File: src/rtl/fcp_pkg.sv
`default_nettype none
// ============================================================================
// Module      : fcp_pkg
// Description : FCP update field layout shared by the sink queue and its users.
// Revision    : 1.0
// ============================================================================
package fcp_pkg;

  localparam int FCP_DEF_STAT_WIDTH = 32;
  localparam int FCP_DEF_VC_WIDTH   = 15;

  typedef enum logic [1:0] {
    FLD_FCCL = 2'd0,
    FLD_QLEN = 2'd1,
    FLD_FCCR = 2'd2,
    FLD_VC   = 2'd3
  } fcp_field_e;

  // Fields sit back to back from bit 0, each statistic STAT_WIDTH wide, VC last.
  function automatic int fcp_offset(input fcp_field_e fld, input int stat_width);
    return int'(fld) * stat_width;
  endfunction

  function automatic int fcp_used_width(input int stat_width, input int vc_width);
    return 3 * stat_width + vc_width;
  endfunction

  // Default-width view of an update; member order matches the bit layout.
  typedef struct packed {
    logic [FCP_DEF_VC_WIDTH-1:0]   vc;
    logic [FCP_DEF_STAT_WIDTH-1:0] fccr;
    logic [FCP_DEF_STAT_WIDTH-1:0] qlen;
    logic [FCP_DEF_STAT_WIDTH-1:0] fccl;
  } fcp_update_t;

endpackage
`default_nettype wire

File: src/rtl/fcp_sink_fifo.sv
`default_nettype none
// ============================================================================
// Module      : fcp_sink_fifo
// Description : Synchronous FIFO, power-of-two depth, count-based full/empty.
// Revision    : 1.0
// ============================================================================
module fcp_sink_fifo #(
  parameter int WIDTH = 111,
  parameter int DEPTH = 8
) (
  input  logic             clk,
  input  logic             rst,
  input  logic             i_wr_en,
  input  logic [WIDTH-1:0] i_wr_data,
  output logic             o_wr_ready,
  input  logic             i_rd_en,
  output logic [WIDTH-1:0] o_rd_data,
  output logic             o_rd_valid
);

  localparam int               c_ptr_w = $clog2(DEPTH);
  localparam logic [c_ptr_w:0] c_depth = (c_ptr_w + 1)'(DEPTH);

  logic [WIDTH-1:0]   r_mem [DEPTH];
  logic [c_ptr_w-1:0] r_wr_ptr;
  logic [c_ptr_w-1:0] r_rd_ptr;
  logic [c_ptr_w:0]   r_count;
  logic               w_push;
  logic               w_pop;

  // Both flags derive from the registered count only, so a read never frees space combinationally.
  assign o_wr_ready = !rst && (r_count < c_depth);
  assign o_rd_valid = !rst && (r_count != '0);
  assign w_push     = i_wr_en && o_wr_ready;
  assign w_pop      = i_rd_en && o_rd_valid;
  assign o_rd_data  = r_mem[r_rd_ptr];

  always_ff @(posedge clk) begin
    if (rst) begin
      r_wr_ptr <= '0;
      r_rd_ptr <= '0;
      r_count  <= '0;
    end else begin
      if (w_push) r_wr_ptr <= r_wr_ptr + 1'b1;
      if (w_pop)  r_rd_ptr <= r_rd_ptr + 1'b1;
      case ({w_push, w_pop})
        2'b10:   r_count <= r_count + 1'b1;
        2'b01:   r_count <= r_count - 1'b1;
        default: r_count <= r_count;
      endcase
    end
  end

  always_ff @(posedge clk) begin
    if (w_push) r_mem[r_wr_ptr] <= i_wr_data;
  end

endmodule
`default_nettype wire

File: src/rtl/fcp_sink_queue.sv
`default_nettype none
// ============================================================================
// Module      : fcp_sink_queue
// Description : Decodes AXI-Stream FCP updates, drops illegal VCs, buffers the
//               rest for a valid/ready consumer. FCP_SINK_STATS_EN adds counters.
// Revision    : 1.0
// ============================================================================
module fcp_sink_queue
  import fcp_pkg::*;
#(
  parameter int QUEUE_INDEX_WIDTH = 15,
  parameter int STAT_WIDTH        = 32,
  parameter int AXIS_WIDTH        = 128,
  parameter int NUM_VC            = 32768,
  parameter int DEPTH             = 8
) (
  input  logic                         clk,
  input  logic                         rst,
  input  logic [AXIS_WIDTH-1:0]        s_axis_fcp_tdata,
  input  logic                         s_axis_fcp_tvalid,
  output logic                         s_axis_fcp_tready,
  output logic                         fcp_valid,
  input  logic                         fcp_ready,
  output logic [QUEUE_INDEX_WIDTH-1:0] fcp_vc,
  output logic [STAT_WIDTH-1:0]        fcp_fccl,
  output logic [STAT_WIDTH-1:0]        fcp_qlen,
  output logic [STAT_WIDTH-1:0]        fcp_fccr
`ifdef FCP_SINK_STATS_EN
  ,
  output logic [31:0]                  stat_accepted,
  output logic [31:0]                  stat_dropped
`endif
);

  localparam int c_used      = fcp_used_width(STAT_WIDTH, QUEUE_INDEX_WIDTH);
  localparam int c_off_fccl  = fcp_offset(FLD_FCCL, STAT_WIDTH);
  localparam int c_off_qlen  = fcp_offset(FLD_QLEN, STAT_WIDTH);
  localparam int c_off_fccr  = fcp_offset(FLD_FCCR, STAT_WIDTH);
  localparam int c_off_vc    = fcp_offset(FLD_VC, STAT_WIDTH);
  localparam logic [QUEUE_INDEX_WIDTH:0] c_num_vc = (QUEUE_INDEX_WIDTH + 1)'(NUM_VC);

  if (AXIS_WIDTH < c_used) begin : g_err_axis_width
    $error("fcp_sink_queue: AXIS_WIDTH too small for the FCP fields");
  end
  if (64'(NUM_VC) > (64'd1 << QUEUE_INDEX_WIDTH)) begin : g_err_num_vc
    $error("fcp_sink_queue: NUM_VC exceeds the VC index range");
  end
  if ((DEPTH < 2) || ((DEPTH & (DEPTH - 1)) != 0)) begin : g_err_depth
    $error("fcp_sink_queue: DEPTH must be a power of two, at least 2");
  end
  if (AXIS_WIDTH > c_used) begin : g_unused_tdata
    logic w_unused_tdata;
    assign w_unused_tdata = ^s_axis_fcp_tdata[AXIS_WIDTH-1:c_used];
  end

  logic [QUEUE_INDEX_WIDTH-1:0] w_vc;
  logic                         w_accept;
  logic                         w_vc_ok;
  logic                         w_wr;
  logic                         w_drop;
  logic [c_used-1:0]            w_rd_data;

  assign w_vc     = s_axis_fcp_tdata[c_off_vc +: QUEUE_INDEX_WIDTH];
  assign w_accept = s_axis_fcp_tvalid && s_axis_fcp_tready;
  assign w_vc_ok  = ({1'b0, w_vc} < c_num_vc);
  assign w_wr     = w_accept && w_vc_ok;
  assign w_drop   = w_accept && !w_vc_ok;

  // The stored word keeps the input layout, so the same offsets decode it on the way out.
  fcp_sink_fifo #(
    .WIDTH (c_used),
    .DEPTH (DEPTH)
  ) u_fifo (
    .clk        (clk),
    .rst        (rst),
    .i_wr_en    (w_wr),
    .i_wr_data  (s_axis_fcp_tdata[c_used-1:0]),
    .o_wr_ready (s_axis_fcp_tready),
    .i_rd_en    (fcp_ready),
    .o_rd_data  (w_rd_data),
    .o_rd_valid (fcp_valid)
  );

  assign fcp_fccl = w_rd_data[c_off_fccl +: STAT_WIDTH];
  assign fcp_qlen = w_rd_data[c_off_qlen +: STAT_WIDTH];
  assign fcp_fccr = w_rd_data[c_off_fccr +: STAT_WIDTH];
  assign fcp_vc   = w_rd_data[c_off_vc +: QUEUE_INDEX_WIDTH];

`ifdef FCP_SINK_STATS_EN
  always_ff @(posedge clk) begin
    if (rst) begin
      stat_accepted <= '0;
      stat_dropped  <= '0;
    end else begin
      if (w_wr && (stat_accepted != '1))  stat_accepted <= stat_accepted + 1'b1;
      if (w_drop && (stat_dropped != '1)) stat_dropped  <= stat_dropped + 1'b1;
    end
  end
`else
  logic w_unused_stats;
  assign w_unused_stats = w_wr ^ w_drop;
`endif

endmodule
`default_nettype wire

File: config.mk
export PLATFORM = sky130hd
export DESIGN_NAME = fcp_sink_queue
export DESIGN_NICKNAME = d
export VERILOG_FILES = /design/src/rtl/fcp_pkg.sv /design/src/rtl/fcp_sink_fifo.sv /design/src/rtl/fcp_sink_queue.sv
export SDC_FILE = /design/constraint.sdc
export NUM_CORES = 1
export LEC_CHECK = 0
export BUFFER_PORTS_ARGS = -buffer_cell sky130_fd_sc_hd__buf_2
export CAP_MARGIN = 20
export CELL_PAD_IN_SITES_DETAIL_PLACEMENT = 0
export CELL_PAD_IN_SITES_GLOBAL_PLACEMENT = 1
export CORE_ASPECT_RATIO = 0.5
export CORE_UTILIZATION = 53
export DETAILED_ROUTE_END_ITERATION = 8
export GPL_TIMING_DRIVEN = 0
export HOLD_SLACK_MARGIN = 0.06
export PLACE_DENSITY_LB_ADDON = 0.1
export SLEW_MARGIN = 20
export SYNTH_ARGS = -nofsm -noshare
export SYNTH_HDL_FRONTEND = slang
export SYNTH_HIERARCHICAL = 1
export SYNTH_SLANG_ARGS = --single-unit
File: constraint.sdc
create_clock -name clk -period 12.37 [get_ports clk]
set_input_delay 1.237 -clock clk [delete_from_list [all_inputs] [get_ports clk]]
set_output_delay 1.237 -clock clk [all_outputs]
set_load 0.02 [all_outputs]
==> impl_metrics.yaml <==
timing:
  grt_setup_unrepaired: "false"
  fin_ws_ns: 7.91
  fmaxAchievable_mhz: 224
  final_hold_violations: 0
  timing_max_transition_violations_final: 0
  slew_headroom: 0.276
  worst_clock_skew_ns: 0.0176
  finalHoldWorstSlack_ns: 0.468
  setup_viol: 0
  tightestPinTransition_ns: 1.09
  post-route-period-util: 0.361
  finalWorstPathRequiredPeriod_ns: 4.46
global_route:
  via_count_of_the_first_global_routing_pass: 16400
  global_route_wire_length_before_repair_um: 105000
  track_usage: 0.223
  grt_overflow: 0
  grt_antenna_before_repair: 5
  pin_count_of_the_biggest_net_entering_global_routing: 20
die:
  die-area_um2: 65600
  floorplan.rows: 65
  die_width_um: 361
  initial_core_util: 0.539
  die_h_um: 182
  core_area_um2: 63400
  io_pins: 245
layout:
  number_of_nets_in_the_layout: 1881
  drive_above_1_share: 0.443
  layout-area-overhead-vs-synth_pct: 17.6
  n_fill_cell: 4203
setup_path:
  setup.worst_path.start_class: "flop"
  crit_type: "reg -> out"
  timing.critical_path.arrival_ns: 3.23
  worst_ep_required_time_ns: 11.13
  worst_path_fanout_max: 11
  endpoint_kind: "output port"
clock_tree:
  tritoncts.num_buffers: 78
  cts.htree.levels: 3
  clock_tree.buffer_depth: 3
  cts_setup_buffers: 0
  cts_root_buffer: "sky130_fd_sc_hd__clkbuf_16"
  tritoncts_clock_tree: "done"
  cts_hold_buffers: 0
  clock_latency_ns: 0.61
  cts-resized-gates: 0
  cts_num_sinks: 901
  worst_setup_hold_path_clk_slew_ns: 0.07
synth:
  synth-seq-area-share: 0.788
  mappedNetlistArea_um2: 34200
  mean_syn_cell_area_um2: 25.2
  syn_inst: 1357
  netlist-cell-type-count: 31
  synth_nets: 1494
  synth-seq-cells: 901
  yosysWarnings: 6
place:
  numPortBuffers: 227
  dpl.hpwl_um: 46300
  gp_congestion: 0.699
  placement.setup.worst_slack_ns: 7.87
power_and_ir_drop:
  internal-power_uw: 4820
  power_frac_seq: 0.560
  powerDensity_nw_per_um2: 150
  combinationalPowerShare: 0.046
  vdd_ir_drop_max_uv: 83.0
  total_leakage_power_uw: 0.0129
  net-switching-power_uw: 1210
  power_switching_share: 0.200
  p_clk_frac: 0.394
route:
  post_drt_via_cell_ratio: 5.76
  drt_iter0_drc: 1351
  vias: 15300
  route.detailed.drc: 0
  final_antenna_net_count: 0
  routed_wl_um: 71600
  first_pass_iteration_count_of_the_detailed_router: 5
  wl_per_cell_um: 27.0
job:
  drv_cap: 0
run_status:
  status: "completed"
hold_path:
  worst_min_delay_path_class: "reg -> reg"
==> kinds of logic after synthesis <==
kind of cell / Yosys count / synth area share
simple gates: 39 / 0.00597
mux: 337 / 0.187
fa+ha+maj: 5 / 0.00183
xor+xnor: 6 / 0.00154
flops: 901 / 0.788
buf+inv: 63 / 0.0145
compound gates: 6 / 0.000915
==> stage by stage <==
stage                     TNS (ns)  instance area (µm²)  cells  total power (µW)   util
after detailed placement         0                37700   2501              3720  0.595
after global routing             0                40200   2646              6210  0.634
final                            0                40200   2649              6030  0.635
after CTS                        0                40200   2644              6090  0.634
after floorplan                  0                34200   1357              3610      -
after global placement    -2113.19                36400   2421              3720  0.574
==> worst paths after layout <==
check / start / endpoint / slack (ns) / cells past startpoint
worst max-delay path: flop / fcp_fccr[3] / 7.91 / 6
worst max register to register: u_fifo/r_count[3] / u_fifo/r_mem[1][55] / 8.97 / 11
worst min-delay path: u_fifo/r_rd_ptr[2] / u_fifo/r_rd_ptr[2] / 0.47 / 1
worst min register to register: u_fifo/r_rd_ptr[2] / u_fifo/r_rd_ptr[2] / 0.47 / 1
==> critical path, stage by stage, from the launching register on <==
cell and delay, ns:
sky130_fd_sc_hd__dfxtp_1 0.30, sky130_fd_sc_hd__buf_2 0.17, sky130_fd_sc_hd__clkbuf_1 0.82, sky130_fd_sc_hd__buf_2 0.48
sky130_fd_sc_hd__mux4_2 0.35, sky130_fd_sc_hd__mux2_2 0.30, sky130_fd_sc_hd__buf_2 0.17
==> cells in the mapped netlist, drive strengths merged <==
cell / instances / share of area
a21oi: 2 / 0.00029
a31oi: 1 / 0.00018
and2: 1 / 0.00018
buf: 45 / 0.013
clkbuf: 18 / 0.0020
dfxtp: 13 / 0.0076
edfxtp: 888 / 0.78
ha: 5 / 0.0018
mux2: 112 / 0.040
mux2i: 3 / 0.00088
mux4: 222 / 0.15
nand2: 5 / 0.00055
nand2b: 6 / 0.0011
nand3b: 2 / 0.00044
nor2: 15 / 0.0016
nor2b: 2 / 0.00037
nor3: 2 / 0.00029
nor3b: 1 / 0.00037
nor4: 1 / 0.00018
o21ai: 3 / 0.00044
or2: 1 / 0.00018
or3: 2 / 0.00037
or4b: 1 / 0.00029
xnor2: 2 / 0.00051
xor2: 4 / 0.0010
==> registers in the layout (all words and copies together), names as in the netlist, named ones only <==
signal	cells
u_fifo/r_count	4
u_fifo/r_mem	888
u_fifo/r_rd_ptr	3
u_fifo/r_wr_ptr	3
==> per-layer routing <==
metal	track usage	vias to the layer above	part of all wire
li1	-	6609	-
met1	0.314	8231	0.43
met3	0.0388	85	0.045
met4	0.0506	2	0.016
met2	0.369	338	0.51
met5	0	-	0.00013
==> layout make-up <==
cell class / instances / area (µm²) / area share
sequential: 901 / 26900 / 0.670
multi-input combinational: 393 / 6810 / 0.169
timing repair buffer: 307 / 2450 / 0.0608
clock buffer: 104 / 2130 / 0.0531
tap: 837 / 1050 / 0.0260
buffer: 63 / 497 / 0.0124
clock inverter: 39 / 329 / 0.00818
antenna: 5 / 12.5 / 0.000311
==> power by group through the flow <==
stage | clock [µW] | sequential [µW] | combinational (µW)
after global placement | 0 | 3450 | 262
after CTS | 2430 | 3380 | 282
after floorplan | 0 | 3450 | 165
final | 2370 | 3380 | 275
after global routing | 2540 | 3380 | 297
after detailed placement | 0 | 3440 | 281
==> cells in the final DEF, fill, tap and decap left out, drive strengths merged, types with 2 or more instances in the layout <==
cell and n:
mux2 112, mux2i 3, ha 5, xor2 4, a21oi 2, edfxtp 888, dfxtp 13, nand2 5
buf 352, nor2 15, xnor2 2, or3 2, nand3b 2, clkinv 26, o21ai 3, bufinv 5
diode 5, nand2b 6, inv 4, nor3 2, nor2b 2, clkbuf 122, clkinvlp 4, mux4 222
Power figures use the tool's default switching activity.
